--- config.mk ---
export PLATFORM = sky130hd
export DESIGN_NAME = dff_word_serializer
export DESIGN_NICKNAME = d
export VERILOG_FILES = /design/src/rtl/dff_ser_pkg.sv /design/src/rtl/general_dff.sv /design/src/rtl/ser_slice_cnt.sv /design/src/rtl/dff_word_serializer.sv
export SDC_FILE = /design/constraint.sdc
export NUM_CORES = 1
export LEC_CHECK = 0
export ABC_AREA = 1
export ABC_CLOCK_PERIOD_IN_PS = 1100
export CAP_MARGIN = 30
export CORE_AREA = 4 4 69 71
export DETAILED_ROUTE_END_ITERATION = 8
export DIE_AREA = 0 0 73 75
export PLACE_DENSITY_LB_ADDON = 0.3
export REMOVE_ABC_BUFFERS = 1
export SLEW_MARGIN = 0
export SYNTH_ARGS = -nofsm -noshare
export SYNTH_HDL_FRONTEND = slang
export SYNTH_SLANG_ARGS = --single-unit
--- constraint.sdc ---
create_clock -name clk -period 1.1 [get_ports clk]
set_input_delay 0.11 -clock clk [delete_from_list [all_inputs] [get_ports clk]]
set_output_delay 0.11 -clock clk [all_outputs]
set_load 0.02 [all_outputs]
--- src/rtl/dff_ser_pkg.sv ---
// ----------------------------------------------------------------------------
// dff_ser_pkg
//   Shared definitions for the word serializer:
//     - FSM state encoding (S_IDLE / S_SHIFT)
//     - cnt_width(): width of the slice index; never less than 1 bit so
//       that a single-slice configuration still has a legal counter.
// ----------------------------------------------------------------------------
package dff_ser_pkg;

   localparam logic S_IDLE  = 1'b0;
   localparam logic S_SHIFT = 1'b1;

   function automatic int cnt_width(input int n);
      return (n <= 32'sd1) ? 32'sd1 : $clog2(n);
   endfunction

endpackage

--- src/rtl/general_dff.sv ---
// ----------------------------------------------------------------------------
// general_dff
//   Load-enabled word register with asynchronous active-low clear.
//   Ports:
//     clk, rst_n   clock / async active-low reset
//     i_ld_en      capture i_d on the next rising edge
//     i_d          data in  (WIDTH bits)
//     o_q          data out (WIDTH bits)
// ----------------------------------------------------------------------------
module general_dff #(
   parameter int WIDTH = 32
) (
   input  logic             clk,
   input  logic             rst_n,
   input  logic             i_ld_en,
   input  logic [WIDTH-1:0] i_d,
   output logic [WIDTH-1:0] o_q
);

   logic [WIDTH-1:0] r_q;

   // Word storage: load on enable, otherwise hold.
   always_ff @(posedge clk or negedge rst_n) begin
      if (!rst_n) begin
         r_q <= '0;
      end else if (i_ld_en) begin
         r_q <= i_d;
      end else begin
         r_q <= r_q;
      end
   end

   assign o_q = r_q;

endmodule

--- src/rtl/ser_slice_cnt.sv ---
// ----------------------------------------------------------------------------
// ser_slice_cnt
//   Slice index counter that saturates at NUM_SLICES-1 (never wraps).
//   Ports:
//     clk, rst_n   clock / async active-low reset
//     i_clr        return index to 0 (has priority over i_inc)
//     i_inc        advance index by one unless already on the last slice
//     o_cnt        current slice index
//     o_is_last    index points at the final slice
// ----------------------------------------------------------------------------
module ser_slice_cnt
   import dff_ser_pkg::*;
#(
   parameter int NUM_SLICES = 4
) (
   input  logic                            clk,
   input  logic                            rst_n,
   input  logic                            i_clr,
   input  logic                            i_inc,
   output logic [cnt_width(NUM_SLICES)-1:0] o_cnt,
   output logic                            o_is_last
);

   localparam int CW = cnt_width(NUM_SLICES);

   logic [CW-1:0] r_cnt;
   logic          w_is_last;

   assign w_is_last = (r_cnt == CW'(NUM_SLICES - 1));

   // Slice index: clear, saturating increment, or hold.
   always_ff @(posedge clk or negedge rst_n) begin
      if (!rst_n) begin
         r_cnt <= '0;
      end else if (i_clr) begin
         r_cnt <= '0;
      end else if (i_inc && !w_is_last) begin
         r_cnt <= r_cnt + CW'(1);
      end else begin
         r_cnt <= r_cnt;
      end
   end

   assign o_cnt     = r_cnt;
   assign o_is_last = w_is_last;

endmodule

--- src/rtl/dff_word_serializer.sv ---
// ----------------------------------------------------------------------------
// dff_word_serializer
//   Captures a DATA_WIDTH word over valid/ready and drains it as
//   NUM_SLICES = DATA_WIDTH/SLICE_WIDTH slices over a valid/ready/last stream.
//   DATA_WIDTH must be a whole multiple of SLICE_WIDTH.
//
//   Build option (macro SER_MSB_FIRST_EN):
//     defined   -> most significant slice is sent first
//     undefined -> least significant slice is sent first (default)
//
//   Ports:
//     clk, rst_n   clock / async active-low reset
//     in_valid     in_data is valid
//     in_ready     block can capture a word (IDLE only)
//     in_data      parallel word
//     out_valid    out_data holds a valid slice
//     out_ready    downstream accepts the slice
//     out_data     current slice (0 while idle)
//     out_last     current slice is the final slice of the word
//     busy         word held and not fully drained
//
//   Every output is a decode of r_state, the held word and the slice counter;
//   in_valid/out_ready only influence next-state logic.
// ----------------------------------------------------------------------------
module dff_word_serializer
   import dff_ser_pkg::*;
#(
   parameter int DATA_WIDTH  = 32,
   parameter int SLICE_WIDTH = 8
) (
   input  logic                   clk,
   input  logic                   rst_n,
   input  logic                   in_valid,
   output logic                   in_ready,
   input  logic [DATA_WIDTH-1:0]  in_data,
   output logic                   out_valid,
   input  logic                   out_ready,
   output logic [SLICE_WIDTH-1:0] out_data,
   output logic                   out_last,
   output logic                   busy
);

   localparam int NUM_SLICES = DATA_WIDTH / SLICE_WIDTH;
   localparam int CW         = cnt_width(NUM_SLICES);

   logic                   r_state;
   logic                   w_next_state;
   logic [DATA_WIDTH-1:0]  r_word;
   logic                   w_load;
   logic                   w_out_hs;
   logic [CW-1:0]          w_cnt;
   logic                   w_is_last;
   logic [SLICE_WIDTH-1:0] w_slices [NUM_SLICES];
   logic [SLICE_WIDTH-1:0] w_sel_slice;

   assign w_load   = in_valid && in_ready;
   assign w_out_hs = out_valid && out_ready;

   general_dff #(
      .WIDTH (DATA_WIDTH)
   ) u_word (
      .clk     (clk),
      .rst_n   (rst_n),
      .i_ld_en (w_load),
      .i_d     (in_data),
      .o_q     (r_word)
   );

   // Clearing on the final handshake leaves the counter at 0 while idle.
   ser_slice_cnt #(
      .NUM_SLICES (NUM_SLICES)
   ) u_cnt (
      .clk       (clk),
      .rst_n     (rst_n),
      .i_clr     (w_load || (w_out_hs && w_is_last)),
      .i_inc     (w_out_hs && !w_is_last),
      .o_cnt     (w_cnt),
      .o_is_last (w_is_last)
   );

   // Slice k view of the held word; order fixed at build time.
   for (genvar k = 0; k < NUM_SLICES; k++) begin : g_slice
`ifdef SER_MSB_FIRST_EN
      assign w_slices[k] = r_word[DATA_WIDTH-1-k*SLICE_WIDTH -: SLICE_WIDTH];
`else
      assign w_slices[k] = r_word[k*SLICE_WIDTH +: SLICE_WIDTH];
`endif
   end

   // Slice mux: one-hot OR keeps the index width independent of array size.
   always_comb begin
      w_sel_slice = '0;
      for (int k = 0; k < NUM_SLICES; k++) begin
         w_sel_slice = w_sel_slice | ((w_cnt == CW'(k)) ? w_slices[k] : '0);
      end
   end

   // FSM state register.
   always_ff @(posedge clk or negedge rst_n) begin
      if (!rst_n) begin
         r_state <= S_IDLE;
      end else begin
         r_state <= w_next_state;
      end
   end

   // FSM next-state logic.
   always_comb begin
      w_next_state = r_state;
      case (r_state)
         S_IDLE:  w_next_state = w_load ? S_SHIFT : S_IDLE;
         S_SHIFT: w_next_state = (w_out_hs && w_is_last) ? S_IDLE : S_SHIFT;
         default: w_next_state = S_IDLE;
      endcase
   end

   // FSM outputs: decoded from state and registered data only.
   always_comb begin
      in_ready  = 1'b1;
      out_valid = 1'b0;
      out_data  = '0;
      out_last  = 1'b0;
      busy      = 1'b0;
      case (r_state)
         S_IDLE: begin
            in_ready  = 1'b1;
            out_valid = 1'b0;
            out_data  = '0;
            out_last  = 1'b0;
            busy      = 1'b0;
         end
         S_SHIFT: begin
            in_ready  = 1'b0;
            out_valid = 1'b1;
            out_data  = w_sel_slice;
            out_last  = w_is_last;
            busy      = 1'b1;
         end
         default: begin
            in_ready  = 1'b1;
            out_valid = 1'b0;
            out_data  = '0;
            out_last  = 1'b0;
            busy      = 1'b0;
         end
      endcase
   end

endmodule

==> impl_metrics.yaml, run 1 <==
outcome:
  status: "complete, but fails checks"
  violations: "negative setup slack"
critical_path:
  crit_start: "u_cnt.o_cnt[0]$_DFFE_PN0P_"
  end_kind: "output port"
  crit_path_max_fanout: 6
  reg2reg_from: "r_state$_DFF_PN0_"
  crit_arrival_ns: 1.60
  required_ns: 0.99
  cp-start-kind: "flop"
  timing_worst_setup_path_type: "flop to output port"
die:
  dieArea_mm2: 0.005475
  boundaryPins: 48
  num_rows: 24
  start_util: 0.4134
  die_h_um: 75
  coreArea_mm2: 0.004234
  die_w_um: 73
clock_tree:
  htreeDepth: 2
  clk_pin_slew_ns: 0.07
  clock-root-buffer: "clkbuf_8"
  cts_tree: "done"
  clock_latency_ns: 0.29
  cts_buffer_depth: 2
  cts_inserted_buffers: 5
  clkSinkCount: 35
synthesis:
  postSynth.asyncResetShare: 1.000
  synth_largest_area_cell: "dfrtp_1"
  synth_area_per_cell_um2: 7.480
  ys_ff_latch: 35
  yosys_warnings: 0
  postSynthCellCount: 234
  syn_area_mm2: 0.001750
  ys_seq_area_frac: 0.5004
  ys.flop_type: "dfrtp_1"
  synth_top_area_frac: 0.5004
  ys_types: 14
  synth_edf_count: 0
  synth.area.top_cells: "dfrtp_1, nand2_1, nand3_1, nor2_1, ha_1"
  synth.most_common_cell: "nand2_1"
  synthTopCellsByCount: "nand2_1, nand3_1, dfrtp_1"
worst_hold_path:
  hold_path.class: "primary input to flop"
  hold_path_startpoint: "in_data[5]"
grt:
  grt_pass1_vias: 1773
  grt_max_degree: 36
  antenna_found_initial: 0
  track_usage: 0.2040
  grt_first_pass_wirelength_um: 8424
  globalRouteOverflowTotal: 0
routing:
  ant_nets: 0
  route.vias.total: 1863
  drcViolationCount: 0
  wire_per_inst_um: 15.90
  drtIter0Drc: 124
  via_per_inst: 5.063
  routed_wl_um: 5850
  dr.pass1.iters: 4
sta:
  rsz0062_at_grt: "true"
  skew_ns: 0.003970
  fin_crit_sh: 1.554
  worst_pin_slew_ns: 0.4641
  period_needed_ns: 1.710
  fin_setup_tns_ns: -11.40
  worst_slack_ns: -0.6098
  hold_violations: 0
  fmax_mhz: 584.9
  slew_viol_final: 0
  worst_hold_slack_ns: 0.3717
  setup_viol: 45
  relSlewSlack: 0.6906
cells_and_area:
  drive_above_1_share: 0.4652
  fin_area_mm2: 0.003139
  fin_nets: 355
  fill_cells: 284
  area.sequential_um2: 878.3
  syn_to_final_growth_pct: 79.34
  antenna-diode-count: 0
  multi_input_area_mm2: 0.001077
power:
  power.leakage_nw: 1.514
  power_density_mw_per_mm2: 2695
  ir_drop_uv: 1741
placement:
  place.gp.congestion: 0.8470
  placed_area_mm2: 0.002384
  place_hpwl_um: 3054
  port_buffers: 47
run:
  maxCapViolCount: 0
-- area by class of cell --
cell class,instances,area share
Inverter,6,0.01275
Timing Repair Buffer,90,0.3013
Multi-Input combinational cell,177,0.3432
Tap cell,52,0.02073
Clock buffer,6,0.02312
Sequential cell,35,0.2798
Clock inverter,2,0.01913
-- final timing paths --
kind | endpoint | slack, ns | depth (start not counted)
max | out_data[1] | -0.61 | 8
min | u_word.o_q[5]$_DFFE_PN0P_ | 0.37 | 3
max reg2reg | u_word.o_q[12]$_DFFE_PN0P_ | -0.23 | 8
min reg2reg | u_word.o_q[13]$_DFFE_PN0P_ | 0.50 | 2
max in group asynchronous | u_cnt.o_cnt[1]$_DFFE_PN0P_ | 0.36 | 3
min in group asynchronous | u_word.o_q[28]$_DFFE_PN0P_ | 0.38 | 3
-- per-layer routing --
metal / GRT usage / part of all wire
met5: 0 / 0
met4: 0.1045 / 0.024
met3: 0.03338 / 0.037
met2: 0.3605 / 0.55
met1: 0.2386 / 0.38
-- critical path: stages (launching register included) --
cell	delay, ns
dfrtp_2	0.46
inv_4	0.10
ha_4	0.15
buf_6	0.12
nand2_2	0.05
nand2_2	0.07
nor2_2	0.03
nor2_1	0.15
buf_4	0.17
-- flip-flops by register name, summed over array words and instances (netlist names) --
name and count:
u_word.o_q 32, u_cnt.o_cnt 2, r_state 1
-- placed cells by master (no fill, tap or decap), drive strengths merged --
| cell | count |
|---|---|
| ha | 4 |
| clkinv | 1 |
| dfrtp | 35 |
| clkdlybuf4s50 | 34 |
| clkbuf | 7 |
| bufinv | 2 |
| dlygate4sd3 | 1 |
| buf | 54 |
| inv | 5 |
| nand3 | 36 |
| nor2 | 17 |
| o21ai | 1 |
| a21oi | 1 |
| nand2 | 118 |
-- power breakdown --
group	internal, mW	total, mW	switching, mW
clock network	0.907	1.40	0.495
registers	1.87	2.36	0.490
logic	2.34	4.70	2.36
total	5.12	8.46	3.34
-- what timing repair did --
action	in CTS	in global routing
gates cloned	5	1
gates resized for setup	124	64
buffers inserted	7	4
hold buffers	1	0
hold endpoints to repair	35	0
pin swaps	5	35
setup endpoints to repair	47	47
-- logic make-up (layout without fill, tap and decap cells) --
group	after synthesis	in the layout	share of synthesized area
simple gates	171	171	0.3967
flops	35	35	0.5004
buf+inv	22	104	0.06862
fa+ha+maj	4	4	0.02859
compound gates	2	2	0.005713
-- per-stage QoR --
stage | power (mW) | utilization | setup WS, ns | std cells
after floorplan | 3.821 | - | -0.5670 | 218
after global placement | 5.384 | 0.5629 | -0.7697 | 342
after detailed placement | 5.441 | 0.5629 | -0.7975 | 342
after CTS | 7.640 | 0.6681 | -0.5494 | 363
after global routing | 8.912 | 0.7414 | -0.6735 | 368
final | 8.461 | 0.7414 | -0.6098 | 368
(Power assumes the default switching activity.)
==> inputs of run 2 (changes only) <==
--- a/config.mk
+++ b/config.mk
@@ -8,9 +8,10 @@
 export ABC_AREA = 1
 export ABC_CLOCK_PERIOD_IN_PS = 1100
 export CAP_MARGIN = 30
-export CORE_AREA = 4 4 69 71
+export CORE_AREA = 4 4 68 70
 export DETAILED_ROUTE_END_ITERATION = 8
-export DIE_AREA = 0 0 73 75
+export DIE_AREA = 0 0 72 74
+export DONT_BUFFER_PORTS = 1
 export PLACE_DENSITY_LB_ADDON = 0.3
 export REMOVE_ABC_BUFFERS = 1
 export SLEW_MARGIN = 0
==> run 2 against run 1 <==
  * The flow still finishes with violations (negative setup slack)
  * Die area down 2.7%
  * Combinational power down 21%
  * Clock power is 14% lower
  * Total power shrank 15%
  * Critical endpoint is now out_data[4]
==> impl_metrics.yaml, run 2 (same netlist as run 1, synthesis figures left out) <==
power:
  power.leakage_nw: 1.360
  ir_drop_uv: 1295
  power_density_mw_per_mm2: 2622
clock_tree:
  clock-root-buffer: "clkbuf_8"
  clkSinkCount: 35
  cts_tree: "done"
  clock_latency_ns: 0.29
  cts_buffer_depth: 2
  htreeDepth: 2
  cts_inserted_buffers: 5
  clk_pin_slew_ns: 0.08
cells_and_area:
  largest_reg_flops: 32
  fill_cells: 306
  fin_area_mm2: 0.002749
  antenna-diode-count: 0
  fin_nets: 328
  mostFrequentLayoutCell: "nand2_1"
  utilization: 0.6922
  drive_above_1_share: 0.2734
  final_cell_mix: "nand2_1, dlygate4sd3_1, dfrtp_1"
  syn_to_final_growth_pct: 57.04
critical_path:
  cp-start-kind: "flop"
  end_kind: "output port"
  required_ns: 0.99
  crit_arrival_ns: 1.54
  timing_worst_setup_path_type: "flop to output port"
  crit_path_max_fanout: 8
routing:
  via_per_inst: 5.021
  dr.pass1.iters: 5
  route.vias.total: 1702
  ant_nets: 0
  drcViolationCount: 0
  wire_per_inst_um: 15.42
  routed_wl_um: 5229
  drtIter0Drc: 156
placement:
  place.gp.congestion: 0.7829
  placed_area_mm2: 0.001846
  port_buffers: 0
  place_hpwl_um: 2643
  place_ws_ns: -0.3335
grt:
  grt_first_pass_wirelength_um: 8438
  grt_max_degree: 36
  antenna_found_initial: 0
  track_usage: 0.2061
  globalRouteOverflowTotal: 0
  grt_pass1_vias: 1681
die:
  num_rows: 23
  start_util: 0.4408
  coreArea_mm2: 0.003971
  die_w_um: 72
  boundaryPins: 48
  die_h_um: 74
  dieArea_mm2: 0.005328
sta:
  worst_slack_ns: -0.5547
  slew_viol_final: 0
  fmax_mhz: 604.3
  fin_crit_sh: 1.504
  period_needed_ns: 1.655
  hold_violations: 0
  worst_pin_slew_ns: 0.3381
  relSlewSlack: 0.7739
  setup_viol: 28
  skew_ns: 0.006478
  worst_hold_slack_ns: 0.01528
  fin_setup_tns_ns: -6.092
  rsz0062_at_grt: "true"
worst_hold_path:
  hold_path.class: "primary input to flop"
outcome:
  status: "complete, but fails checks"
  violations: "negative setup slack"
run:
  maxCapViolCount: 0
==> run 2: cell types whose count changed in the layout (fill, tap and decap cells not counted), moves of 14 or more <==
cell             previous run  this run
dlygate4sd3_1               1        36
clkdlybuf4s50_1            34         0
nand2_1                    76       104
nand2_2                    39        13
buf_6                      20         6
==> run 2: path summary, 6_finish.rpt <==
kind / endpoint / slack, ns / cells past startpoint / start
setup / recovery: out_data[4] / -0.55 / 7 / u_cnt.o_cnt[0]$_DFFE_PN0P_
hold / removal: u_word.o_q[1]$_DFFE_PN0P_ / 0.02 / 2 / in_valid
setup reg to reg: u_cnt.o_cnt[0]$_DFFE_PN0P_ / -0.17 / 6 / u_cnt.o_cnt[1]$_DFFE_PN0P_
hold reg to reg: u_word.o_q[30]$_DFFE_PN0P_ / 0.47 / 2 / u_word.o_q[30]$_DFFE_PN0P_
max in group asynchronous: u_cnt.o_cnt[1]$_DFFE_PN0P_ / 0.65 / 2 / rst_n
min in group asynchronous: u_cnt.o_cnt[0]$_DFFE_PN0P_ / 0.26 / 2 / rst_n
==> run 2: power by group <==
part	internal, mW	switching [mW]
clock network	0.733	0.479
registers	1.87	0.434
logic	1.68	2.00
==> run 2: per-stage QoR <==
step / power [mW] / instances
finish: 7.206 / 339
detailed placement: 4.793 / 282
global placement: 4.752 / 282
CTS: 6.719 / 332
global route: 7.711 / 339
floorplan: 3.821 / 218
==> run 2: area by class of cell <==
class	count	area [um2]	share of cell area
multi-input cells	178	962.2	0.3500
flip-flops and latches	35	878.3	0.3195
repair buffers	62	695.7	0.2531
clock buffers	6	82.58	0.03004
well taps	50	62.56	0.02276
clock inverters	2	35.03	0.01274
inverters	6	32.53	0.01183
==> run 2: critical path, stage by stage (launching register included) <==
cell,delay (ns)
dfrtp_2,0.46
inv_4,0.11
ha_4,0.21
nand2_1,0.09
nand2_1,0.10
nor2_1,0.06
nor2_1,0.08
buf_4,0.14
==> run 2: what timing repair did <==
| action | 4_1_cts | 5_1_grt |
|---|---|---|
| buffers inserted | 3 | 5 |
| pin swaps | 15 | 22 |
| setup endpoints to repair | 13 | 28 |
| endpoints found under the hold margin | 69 | 0 |
| gates resized for setup | 31 | 36 |
| hold buffers | 37 | 0 |
| cloned | 2 | 1 |
==> run 2: per-layer routing <==
| metal | vias to the layer above | wire length (um) | GRT usage |
|---|---|---|---|
| met5 | - | 0 | 0 |
| met4 | 0 | 147 | 0.1002 |
| met3 | 13 | 227 | 0.04054 |
| met2 | 42 | 2636 | 0.3082 |
| met1 | 812 | 2218 | 0.2884 |
| li1 | 835 | - | - |
==> inputs of run 3 (changes only) <==
--- a/config.mk
+++ b/config.mk
@@ -8,10 +8,11 @@
 export ABC_AREA = 1
 export ABC_CLOCK_PERIOD_IN_PS = 1100
 export CAP_MARGIN = 30
-export CORE_AREA = 4 4 68 70
+export CORE_AREA = 2 2 66 68
 export DETAILED_ROUTE_END_ITERATION = 8
-export DIE_AREA = 0 0 72 74
+export DIE_AREA = 0 0 68 70
 export DONT_BUFFER_PORTS = 1
+export GPL_TIMING_DRIVEN = 1
 export PLACE_DENSITY_LB_ADDON = 0.3
 export REMOVE_ABC_BUFFERS = 1
 export SLEW_MARGIN = 0
==> run 3 against run 2 <==
  * The flow finishes with violations (negative hold slack, negative setup slack)
  * Combinational power is essentially flat
  * Critical path depth is the same
  * Die area shrank 11%
  * Sequential share of layout area grew 0.38 points
  * Fmax shrank 0.58%
  * First-iteration DRC count grew 7.1%
  * Core utilization shrank 3.7 points
  * Clock power shrank 24%
  * Non-clock buffer count shrank 3
  * Worst setup slack lost 0.0096 ns
  * Worst hold slack lost 0.021 ns
  * Cell count grew 1.2%
==> impl_metrics.yaml, run 3 (same netlist as run 1, synthesis figures left out) <==
outcome:
  status: "complete, but fails checks"
  violations: "negative hold slack, negative setup slack"
sta:
  skew_ns: 0.004507
  hold_violations: 2
  worst_pin_slew_ns: 0.4816
  setup_viol: 44
  slew_viol_final: 0
  period_needed_ns: 1.664
  relSlewSlack: 0.6789
  fin_crit_sh: 1.513
  fmax_mhz: 600.9
  fin_setup_tns_ns: -8.390
  worst_hold_slack_ns: -0.005467
  rsz0062_at_grt: "true"
  worst_slack_ns: -0.5643
power:
  pwr-share-clk: 0.131
  comb_power_share: 0.530
  sequentialPowerShare: 0.339
  intPower_mw: 3.976
  power_density_mw_per_mm2: 2577
  finalPower_mw: 6.999
  p_sw_frac: 0.4320
  power.leakage_nw: 1.335
  ir_drop_uv: 1312
  switchingPower_mw: 3.024
critical_path:
  cp_cell_sequence: "inv_4, ha_4, nand2_1, nand2_1, nor2_1, nor2_1, buf_4"
  rr_endpoint: "u_word.o_q[23]$_DFFE_PN0P_"
  crit_path_max_fanout: 8
  slowest_stage: "dfrtp_2"
  slowest_delay_ns: 0.47
  required_ns: 0.99
  end_kind: "output port"
  critPathTopFamily: "flip-flops"
  timing_worst_setup_path_type: "flop to output port"
  r2r_cells: 7
  reg2reg_from: "r_state$_DFF_PN0_"
  r2r_setup_slack_ns: -0.16
  crit_arrival_ns: 1.55
  cp-start-kind: "flop"
  cp_num_buf_inv: 2
cells_and_area:
  antenna-diode-count: 0
  multi_input_area_mm2: 0.001036
  final_cell_mix: "nand2_1, nand3_1, dlygate4sd3_1"
  fill_cells: 317
  mostFrequentLayoutCell: "nand2_1"
  fin_nets: 330
  syn_to_final_growth_pct: 55.18
  area.sequential_um2: 878.3
  largest_reg_flops: 32
  drive_above_1_share: 0.2852
routing:
  routed_wl_um: 5229
  drcViolationCount: 0
  dr.pass1.iters: 4
  via_per_inst: 5.035
  wire_per_inst_um: 15.24
  ant_nets: 0
  drtIter0Drc: 167
  route.vias.total: 1727
grt:
  grt_pass1_vias: 1460
  globalRouteOverflowTotal: 0
  track_usage: 0.1895
  grt_first_pass_wirelength_um: 6706
  grt_max_degree: 36
  antenna_found_initial: 0
worst_hold_path:
  worst_hold_path.endpoint: "u_word.o_q[26]$_DFFE_PN0P_"
  hold_path.class: "primary input to flop"
  hold_path_startpoint: "in_valid"
  hold_depth: 3
die:
  die_w_um: 68
  num_rows: 24
  die_h_um: 70
  start_util: 0.4224
  boundaryPins: 48
  coreArea_mm2: 0.004144
  dieArea_mm2: 0.004760
clock_tree:
  clock-root-buffer: "clkbuf_8"
  clk_pin_slew_ns: 0.07
  clock_latency_ns: 0.29
  cts_inserted_buffers: 5
  cts_tree: "done"
  clkSinkCount: 35
  htreeDepth: 2
  cts_buffer_depth: 2
placement:
  place_hpwl_um: 2561
  port_buffers: 0
  place.gp.congestion: 0.7314
run:
  maxCapViolCount: 0
run 3: changes by cell type in the layout (fill, tap and decap cells not counted), sizes merged:
cell,delta
dlymetal6s4s,+1
buf,-3
clkinv,-1
inv,+1
bufinv,-1
nand2,+5
clkbuf,+2
dlygate4sd3,-2
run 3: what timing repair did:
| item | CTS | global route |
|---|---|---|
| gates resized for setup | 22 | 48 |
| buffers inserted | 0 | 7 |
| cloned | 0 | 7 |
| endpoints found under the hold margin | 68 | 3 |
| setup endpoints to repair | 45 | 34 |
| pin swaps | 9 | 12 |
| hold buffers | 35 | 1 |
run 3: area by class of cell:
class,count,share of cell area
Multi-Input combinational cell,183,0.3814
Sequential cell,35,0.3234
Timing Repair Buffer,59,0.2294
Clock buffer,7,0.02810
Tap cell,52,0.02395
Inverter,6,0.01198
Clock inverter,1,0.001842
run 3: metal layers:
metal | vias to the layer above | routed length, um | global-route usage
met2 | 52 | 2712 | 0.3064
li1 | 845 | - | -
met3 | 11 | 273 | 0.04992
met1 | 819 | 2143 | 0.2431
met5 | - | 0 | 0
met4 | 0 | 99 | 0.06222
run 3: how the worst max path moves through the flow:
stage | startpoint | endpoint | cells past startpoint
6_report | u_cnt.o_cnt[0]$_DFFE_PN0P_ | out_data[6] | 7
2_1_floorplan | r_state$_DFF_PN0_ | u_cnt.o_cnt[1]$_DFFE_PN0P_ | 4
3_3_place_gp | u_cnt.o_cnt[0]$_DFFE_PN0P_ | out_data[4] | 7
5_1_grt | u_cnt.o_cnt[0]$_DFFE_PN0P_ | out_data[6] | 7
4_1_cts | u_cnt.o_cnt[0]$_DFFE_PN0P_ | out_data[4] | 7
3_5_place_dp | u_cnt.o_cnt[0]$_DFFE_PN0P_ | out_data[4] | 7
run 3: power groups by stage:
stage          clock (mW)  sequential, mW  combinational [mW]
2_1_floorplan           0            2.16                1.66
3_3_place_gp            0            2.22                2.54
3_5_place_dp            0            2.22                2.59
4_1_cts             0.917            2.26                2.96
5_1_grt             0.988            2.42                4.06
6_report            0.917            2.37                3.71
run 3: worst register-to-register path, stage by stage (launching register included):
cell	delay (ns)
dfrtp_1	0.41
inv_4	0.13
buf_6	0.11
buf_6	0.08
buf_12	0.18
nand2_8	0.11
nand2_1	0.09
nand2_1	0.05
run 3: per-stage QoR:
| step | util | std cells | hold WS [ns] | instance area (um2) | setup WS (ns) |
|---|---|---|---|---|---|
| floorplan | - | 218 | -0.1856 | 1653 | -0.5670 |
| CTS | 0.5722 | 327 | 0.001411 | 2371 | -0.4632 |
| detailed placement | 0.4460 | 284 | -0.1845 | 1848 | -0.2929 |
| finish | 0.6555 | 343 | -0.005467 | 2716 | -0.5643 |
| global route | 0.6555 | 343 | 0.002247 | 2716 | -0.6395 |
| global placement | 0.4460 | 284 | -0.1850 | 1848 | -0.2624 |
